==> src/rtl/pipe_scoreboard.sv <==
// Hazard scoreboard for an in-order pipeline: tracks in-flight writers, picks forwarding sources, stalls ID.
// Optional macro PIPE_SCOREBOARD_FWD_EN enables forwarding; undefined gives a pure interlock.
module pipe_scoreboard #(
    parameter int DEPTH      = 3,
    parameter int LOAD_STAGE = 2,
    parameter int ADDR_W     = 5,
    localparam int SW        = $clog2(DEPTH + 1)
) (
    input  logic              in_clk,
    input  logic              in_rst,
    input  logic              in_id_valid,
    input  logic [ADDR_W-1:0] in_id_rs_addr,
    input  logic [ADDR_W-1:0] in_id_rt_addr,
    input  logic              in_id_rs_used,
    input  logic              in_id_rt_used,
    input  logic [ADDR_W-1:0] in_id_rd_addr,
    input  logic              in_id_rd_wena,
    input  logic              in_id_is_load,
    input  logic              in_flush,
    output logic              out_stall,
    output logic [SW-1:0]     out_rs_fwd_sel,
    output logic [SW-1:0]     out_rt_fwd_sel,
    output logic [31:0]       out_stall_count,
    output logic [31:0]       out_issue_count
);

`ifdef PIPE_SCOREBOARD_FWD_EN
    localparam bit FWD = 1'b1;
`else
    localparam bit FWD = 1'b0;
`endif

    typedef struct packed {
        logic              valid;
        logic [ADDR_W-1:0] rd_addr;
        logic              rd_wena;
        logic              is_load;
    } entry_t;

    typedef struct packed {
        logic          hit;
        logic [SW-1:0] k;
        logic          load;
    } match_t;

    // ent[i] is stage i+1
    entry_t ent [DEPTH];

    match_t rs_m;
    match_t rt_m;
    logic   rs_rdy;
    logic   rt_rdy;
    logic   issue;

    // Scanning oldest to youngest lets the youngest writer win.
    function automatic match_t find(input logic [ADDR_W-1:0] a, input logic used);
        match_t m;
        m = '0;
        for (int i = DEPTH - 1; i >= 0; i--) begin
            if (used && a != '0 && ent[i].valid && ent[i].rd_wena &&
                ent[i].rd_addr == a) begin
                m.hit  = 1'b1;
                m.k    = SW'(i + 1);
                m.load = ent[i].is_load;
            end
        end
        return m;
    endfunction

    always_comb begin
        rs_m   = find(in_id_rs_addr, in_id_rs_used);
        rt_m   = find(in_id_rt_addr, in_id_rt_used);
        rs_rdy = FWD && rs_m.hit &&
                 (int'(rs_m.k) >= (rs_m.load ? LOAD_STAGE : 1));
        rt_rdy = FWD && rt_m.hit &&
                 (int'(rt_m.k) >= (rt_m.load ? LOAD_STAGE : 1));
        out_stall = !in_rst && in_id_valid && !in_flush &&
                    ((rs_m.hit && !rs_rdy) || (rt_m.hit && !rt_rdy));
        out_rs_fwd_sel = '0;
        out_rt_fwd_sel = '0;
        if (!out_stall && !in_rst) begin
            if (rs_rdy) out_rs_fwd_sel = rs_m.k;
            if (rt_rdy) out_rt_fwd_sel = rt_m.k;
        end
        issue = in_id_valid && !out_stall && !in_flush;
    end

    always_ff @(posedge in_clk or posedge in_rst) begin
        if (in_rst) begin
            for (int i = 0; i < DEPTH; i++) ent[i] <= '0;
        end else begin
            if (issue)
                ent[0] <= '{valid:   1'b1,
                            rd_addr: in_id_rd_addr,
                            rd_wena: in_id_rd_wena,
                            is_load: in_id_is_load};
            else
                ent[0] <= '0;
            for (int i = 1; i < DEPTH; i++) ent[i] <= ent[i-1];
        end
    end

    always_ff @(posedge in_clk or posedge in_rst) begin
        if (in_rst) begin
            out_stall_count <= '0;
            out_issue_count <= '0;
        end else begin
            if (out_stall && out_stall_count != '1)
                out_stall_count <= out_stall_count + 32'd1;
            if (issue && out_issue_count != '1)
                out_issue_count <= out_issue_count + 32'd1;
        end
    end

endmodule

==> config.mk <==
export PLATFORM = sky130hd
export DESIGN_NAME = pipe_scoreboard
export DESIGN_NICKNAME = d
export VERILOG_FILES = /design/src/rtl/pipe_scoreboard.sv
export SDC_FILE = /design/constraint.sdc
export NUM_CORES = 1
export LEC_CHECK = 0
export ABC_AREA = 1
export CAP_MARGIN = 10
export CORE_MARGIN = 2
export CORE_UTILIZATION = 49
export DETAILED_ROUTE_END_ITERATION = 8
export PLACE_DENSITY = 0.87
export SLEW_MARGIN = 10
export SYNTH_ARGS = -nofsm -noshare
export SYNTH_HDL_FRONTEND = slang
export SYNTH_SLANG_ARGS = --single-unit
==> constraint.sdc <==
create_clock -name in_clk -period 2.8 [get_ports in_clk]
set_input_delay 0.56 -clock in_clk [delete_from_list [all_inputs] [get_ports in_clk]]
set_output_delay 0.56 -clock in_clk [all_outputs]
set_load 0.05 [all_outputs]
After elaboration in Yosys (flattened, before gate mapping). Index checks and enable logic that the tools add are counted.

Bits in registers: 88. Bits in latches: 0. Memory bits (writable): 0. Memory bits (read-only): 0. Bits of input ports: 23. Output and inout port bits: 69. Word-level logic and storage cells: 64. Memories kept: 0.

Add/subtract/negate cells: 2. Multipliers: 0. Divide/modulo/power cells: 0. Magnitude comparators: 0. Equal/unequal tests: 8. Shift operators: 0. Multiplexer cells: 7. Bitwise gates (word level): 0. Reductions and logical operators: 33.

Operators by type and width (count): adder 32 x 1 -> 32 bit, second input constant (2); inequality test 32 bit, second input constant (2); == test 5 bit (6); logical AND 1 bit (27); 2-to-1 mux 4 bit (6); nonzero test 5 bit (2); 2-to-1 mux 8 bit (1); logical NOT 1 bit (3); logical OR 1 bit (1).

Longest topological paths before layout.
Depth in word-level cells: 14. Gate-level depth with buffers: 13. Gate-level depth less buffers: 12.

Least setup slack after synthesis. OpenSTA, ideal clock, no wires.

Kind: reg-to-reg. From: register out_issue_count[0]. To: register out_issue_count[26]. Library setup time: 0.120 ns. Data arrival time: 1.974 ns. Required time: 2.680 ns. Path slack: 0.706 ns. Stages on the path, launching flop included: 13. Path buffers: 0. Clock period less this slack: 2.094 ns. Cells stage by stage: dfrtp_1 ha_1 nand2_2 nor2_4 nand2_4 nor2_4 nand3_1 nor2_2 nand3_1 nor2_1 nand3_1 nand2_1 nand2_1.

Longest elaborated chain between the ends: 2. Elaborated cells between the ends (all ways): 3. Those cells by class: 1 x add/sub; 1 x eq/ne; 1 x reduce/logical.

RTL lines: from (decl) (line 24) `output logic [31:0] out_issue_count`; from (signal assigned) (line 111) `out_issue_count <= out_issue_count + 32'd1;`; branches (longest 2 deep; another with adder 32 x 1 -> 32 bit).

Parallel ways; which one is timed is not known. A chain may end at the register's enable or synchronous reset.

Final worst setup path.
From: input in_id_rs_addr[0]. To: output out_stall.

Longest elaborated chain between the ends: 10. Elaborated cells between the ends (all ways): 19. Those cells by class: 3 x eq/ne; 3 x mux; 13 x reduce/logical.

RTL lines: from (decl) (line 12) `input logic [ADDR_W-1:0] in_id_rs_addr,`; nonzero test 5 bit (line 60) `if (used && a != '0 && ent[i].valid && ent[i].rd_wena &&`; logical AND 1 bit (4 in series) (line 60); 2-to-1 mux 4 bit (2 in series) (line 60); 2-to-1 mux 4 bit (*) (line 60); logical OR 1 bit (*) (line 78) `((rs_m.hit && !rs_rdy) || (rt_m.hit && !rt_rdy));`; logical AND 1 bit (*) (line 77) `out_stall = !in_rst && in_id_valid && !in_flush &&`; to (decl) (line 20) `output logic out_stall,`.

Mark *: on every way between the ends. The rest lies on a longest branch, timed or not.

==> results.md <==
- Run status: complete, no violations
- Mapped Cells: around 770
- Internal: 1.803 mW
- Cell area after synthesis: about 0.0055 mm2
- Type of the worst min-delay path: flip-flop to flip-flop
- Tmin final: about 2.7 ns
- Pre-CTS WS: roughly 0.033 ns
- Synth unique cells: 31
- Sequential-to-total area share from yosys stat: between 30% and 40%
- RSZ-0062 raised after global routing: false
- Setup WS post-layout: approximately 0.13 ns
- Crit path required time: approximately 2.2 ns
- Ant diodes: 0
- Crit path max fanout: 6
- Syn avg cell area: 7.144 um2
- Crit. End Element: output port
- Hpwl dp: 10090 um
- Final Skew: approximately 0.011 ns
- CTS Sinks: 85
- Fin Hold WS: 0.3821 ns
- Largest net degree at the start of global routing: 62
- Async set-reset flop share out of synthesis: 100.0%
- Worst vdd ir: approximately 0.33 mV
- Slew Limit Fails: 0
- Most frequent cells in the layout: 257 x nand2_1, 85 x dfrtp_1, 84 x inv_1
- Post-Synth Adder-Cell Area: less than 1%
- Compound-Gate Fraction of Synth Area: 3.466%
- Initial antenna violation count: 0
- Syn. warnings: 0
- Remaining Overflow, GRT: 0
- Remaining antenna violation count after routing: 0
- Worst-path clk slew: approximately 0.090 ns
- Crit path launch type: primary input
- Max transition margin: a little under three fifths
- Nets: approximately 900
- Fmax: approximately 0.38 GHz
- DRT iter0 DRCs: ~270
- Worst r2r path cells: 10
- Via Count: between 5k and 6k
- DRC viols: 0
- RD Place Congestion: between 0.9 and 1
- WHS Path Cells: 0
- Combinational Power Share: 14.5%
- CTS tree: done
- Share of cells above drive strength 1: under 10%
- Pre-Repair DR Iteration Count: 5
- First-pass GRT wire length: ~23000 um
- Post-CTS Hold Fix Bufs: 0
- Post-DP Area: 0.006445 mm2
- Die X: 109.8 um
- Worst slew pin tran: 0.6727 ns
- Vias in the first global route: between 4k and 5k
- WP data arrival: 2.11 ns
- Number of buffers created by CTS: 9
- Fin util: between 60% and 70%
- Commonest non-fill, non-tap cell in the layout: nand2_1
- Net load switching power: ~0.76 mW
- Setup_tns: 0 ns
- Core box area: 0.01089 mm2
- Post-Synth XOR/XNOR Area: around 8.3%
- Global Route Usage Sum: between 20% and 30%
- Post-synth EDFFs: 0
- Clk Latency, worst-skew pair: around 0.36 ns
- Number of I/O port buffers: 86
- Die Span Y: around 110 um
- Routed len/inst: approximately 13 um
- Clock power share: 34.1%
- Mux share of post-synthesis cell area: 0%
- Predominant post-synthesis flop cell: dfrtp_1
- P_leak: 3.023 nW
- Flop and latch count out of synthesis: between 80 and 90
- Largest family of logic cells by synthesized area: simple AND/OR/NAND/NOR gates
- Final period utilization: 95.19%
- Initial core utilization: slightly above 50%
- Final Setup Violations: 0
- Die footprint: between 0.01 and 0.015 mm2
- Final Cell Area: ~0.0066 mm2
- Drt total wl: roughly 13000 um
- Simple-gate share of the synthesized area: 38.45%
- Clock Path Buffers: 2
- Area growth, synth to finish: 21.14%
- H-tree Lvls: 3
- PD cells: about 390 mW/mm2
- Sw Ratio: a little under 30%
- Max-cap violations: 0
- Row count: 38
- I/O pin total: about 90
- Fin. Hold Viols: 0
- Vias per Instance: 5.161
- Clk Tree Root Cell: clkbuf_8
- Critical path class: primary input to output port
- Sequential share of power: between 50% and 60%
synth_stat cells (2+ instances only):
cell type | n | share of area (%)
nand3b_1 | 4 | 0.55
ha_1 | 2 | 0.46
nor3_2 | 2 | 0.36
xor2_1 | 31 | 4.9
inv_1 | 85 | 5.8
inv_2 | 13 | 0.89
nand2_1 | 258 | 18
nand4_1 | 53 | 6.0
buf_2 | 4 | 0.36
nand3_2 | 3 | 0.55
buf_6 | 11 | 2.3
nor2_1 | 73 | 5.0
buf_1 | 2 | 0.14
nor2_2 | 5 | 0.57
dfrtp_1 | 85 | 39
nand2_2 | 6 | 0.68
buf_4 | 7 | 0.96
nor3_1 | 21 | 1.9
o21ai_1 | 32 | 2.9
nor2_4 | 6 | 1.2
nand3_1 | 30 | 2.7
o21ai_0 | 6 | 0.55
xnor2_1 | 21 | 3.4
flip-flops by register name, indices dropped and copies added, names as in the netlist:
name / cells
out_issue_count: 32
out_stall_count: 32
ent: 21
area by class of cell:
type                            count  area (um2)
Inverter                           98       369.1
Clock buffer                       10       127.6
Sequential cell                    85        2127
Fill cell                        1010        4242
Clock inverter                      6       63.81
Timing Repair Buffer               95       983.4
Multi-Input combinational cell    563        2800
Tap cell                          140       175.2
repair_timing:
action,4_1_cts,5_1_grt
setup buffers,0,0
gates resized for setup,0,4
endpoints found under the setup margin,0,1
worst max-delay path, stage by stage:
cell and delay [ns]:
clkdlybuf4s50_1 0.49, inv_1 0.11, nand2_1 0.08, nand2_1 0.06, nor2_1 0.11, nand3_1 0.09
nand3_1 0.09, nand2_1 0.08, nand2_2 0.10, nand2_2 0.07, inv_2 0.11, buf_12 0.14
final timing paths:
path                                            end  slack [ns]          startpoint
max in group asynchronous       out_stall_count[22]        1.51              in_rst
min in group asynchronous       out_stall_count[24]        0.64              in_rst
worst min-delay path                        ent[15]        0.38             ent[23]
worst min register to register              ent[15]        0.38             ent[23]
worst max register to register   out_stall_count[3]        0.70  out_stall_count[0]
worst max-delay path                      out_stall        0.13    in_id_rs_addr[0]
stage by stage:
stage / cells / total power, mW
4_1_cts: 997 / 2.583
2_1_floorplan: 771 / 1.580
3_5_place_dp: 981 / 1.714
5_1_grt: 997 / 2.686
3_3_place_gp: 981 / 1.706
6_report: 997 / 2.562
kinds of logic (layout without fill, tap and decap cells):
group / after synthesis / in the layout
fa+ha+maj: 2 / 2
flops: 85 / 85
compound gates: 38 / 38
buf+inv: 123 / 209
simple gates: 467 / 467
other cells: 1 / 4
xor+xnor: 52 / 52
routing by layer:
layer,GRT usage (%),up-vias,part of all wire (%)
li1,-,2597,-
met1,33.43,2379,46
met2,38.39,152,48
met3,3.675,18,4.9
met4,7.505,0,1.6
met5,0,-,0
power groups by stage:
stage	sequential (mW)	clock (mW)	combinational, mW
6_report	1.32	0.874	0.370
5_1_grt	1.33	0.955	0.404
4_1_cts	1.32	0.892	0.374
3_5_place_dp	1.34	0	0.373
3_3_place_gp	1.34	0	0.366
2_1_floorplan	1.42	0	0.159
No activity file was read; power rests on OpenSTA's default activity.
==> RTL change: new RTL, config.mk and constraints unchanged <==
Set the parameter `DEPTH` to 2 (it was 3).
--- a/src/rtl/pipe_scoreboard.sv
+++ b/src/rtl/pipe_scoreboard.sv
@@ -1,7 +1,7 @@
 // Hazard scoreboard for an in-order pipeline: tracks in-flight writers, picks forwarding sources, stalls ID.
 // Optional macro PIPE_SCOREBOARD_FWD_EN enables forwarding; undefined gives a pure interlock.
 module pipe_scoreboard #(
-    parameter int DEPTH      = 3,
+    parameter int DEPTH      = 2,
     parameter int LOAD_STAGE = 2,
     parameter int ADDR_W     = 5,
     localparam int SW        = $clog2(DEPTH + 1)
Formal check against the unedited RTL: not equivalent (Yosys sat finds a counterexample within 4 cycles, from zero or initial values and one cycle with in_rst high).
==> RTL change against the original RTL <==
- cell area down 4.0%
- die area shrank 5.0%
- area after synthesis fell by 5.2%
- global-route usage rose by 0.23 points
- count of clock-buffer cells in the layout is 2 higher
- routed wire length shrank 2.8%
- register-to-register slack got worse by 0.12 ns
- worst setup slack worse by 0.0083 ns
- sequential power shrank 8%
- first-iteration DRC count is 32% higher
- utilization increased by 0.77 points
- critical path depth is the same
- total power down 9.7%
- sequential cell count shrank 7
- critical endpoint unchanged
==> RTL change: results (changes against the original RTL) <==
[routing]
drt-met1-wl_um = 5990  ; was 6170 µm
wl_per_cell_um = 12.9  ; was 13.5 µm
wl_met3_um = 779  ; was 656 µm
vias_per_cell = 5.10  ; was 5.16
dr.pass1.iters = 7  ; was 5
top_layer_used = met4  ; unchanged
wl_um = 13100  ; was 13500 µm

[finish]
reg_top3 = out_issue_count x32, out_stall_count x32, ent x14  ; was out_issue_count x32, out_stall_count x32, ent x21
num-nets-final = 894  ; was 877
area_growth_pct = 22.6  ; was 21.1%
clock_buffers = 12  ; was 10
drive_above_1_share_pct = 3.89  ; was 7.70%
inverters = 94  ; was 98
seqAreaFraction_pct = 30.6  ; was 32.0%
clkCellAreaFrac_pct = 2.63  ; was 2.88%
multi_input_area_share_pct = 43.5  ; was 42.1%
buf_share_pct = 15.1  ; was 14.8%

[placement]
placedCellCount = 994  ; was 981
gp_congestion = 0.940  ; was 0.931
hpwl_um = 9790  ; was 10100 µm
dpl-instance-area_um2 = 6200  ; was 6440 µm²
pre_cts_ws_ns = 0.0778  ; was 0.0326 ns

[synthesis]
synthXorXnorAreaFrac_pct = 7.07  ; was 8.30%
synth-seq-area-share_pct = 37.5  ; was 38.8%
synth_cell_type_count = 28  ; was 31
synth_commonest_cells = nand2_1, inv_1, nor2_1, dfrtp_1, nand4_1  ; was nand2_1, dfrtp_1, inv_1, nor2_1, nand4_1
synth-compound-area-share_pct = 2.86  ; was 3.47%
syn_avg_cell_area_um2 = 6.65  ; was 7.14 µm²

[power]
worst_ir_drop_vdd_v = 0.000290  ; was 0.000331 V
p_leak_nw = 2.93  ; was 3.02 nW

[sta]
finClkSkew_ns = 0.0128  ; was 0.0110 ns
tightest_slew_ns = 0.640  ; was 0.673 ns

[grt]
grt_pass1_wl_um = 22000  ; was 22800 µm
grt_pass1_vias = 4702  ; was 4730
grt_usage_pct = 24.2  ; was 24.0%

[cts]
cts.sink_count = 78  ; was 85

[setup_path]
slowest_delay_ns = 0.53  ; was 0.49 ns

[status]
outcome = finished clean  ; unchanged

==> RTL change: power breakdown <==
group          switching [W]  internal [W]  total (W)
clock network       0.000425      0.000328   0.000753
logic               0.000234      0.000121   0.000355
registers          0.0000471       0.00116    0.00121
total               0.000705       0.00161    0.00231
==> RTL change: worst paths after layout <==
| check | cells after the start | end | slack, ns | startpoint |
|---|---|---|---|---|
| worst max-delay path | 12 | out_stall | 0.13 | in_id_rt_addr[2] |
| worst min-delay path | 0 | ent[7] | 0.38 | ent[15] |
| worst max register to register | 9 | out_issue_count[18] | 0.58 | out_issue_count[0] |
| worst min register to register | 0 | ent[7] | 0.38 | ent[15] |
| max in group asynchronous | 3 | ent[12] | 1.59 | in_rst |
| min in group asynchronous | 2 | out_stall_count[4] | 0.60 | in_rst |
==> RTL change: metal layers <==
layer / vias to the layer above / GRT usage [%]
li1: 2622 / -
met1: 2324 / 33.2
met5: - / 0
met2: 180 / 38.3
met3: 28 / 4.13
met4: 0 / 9.46
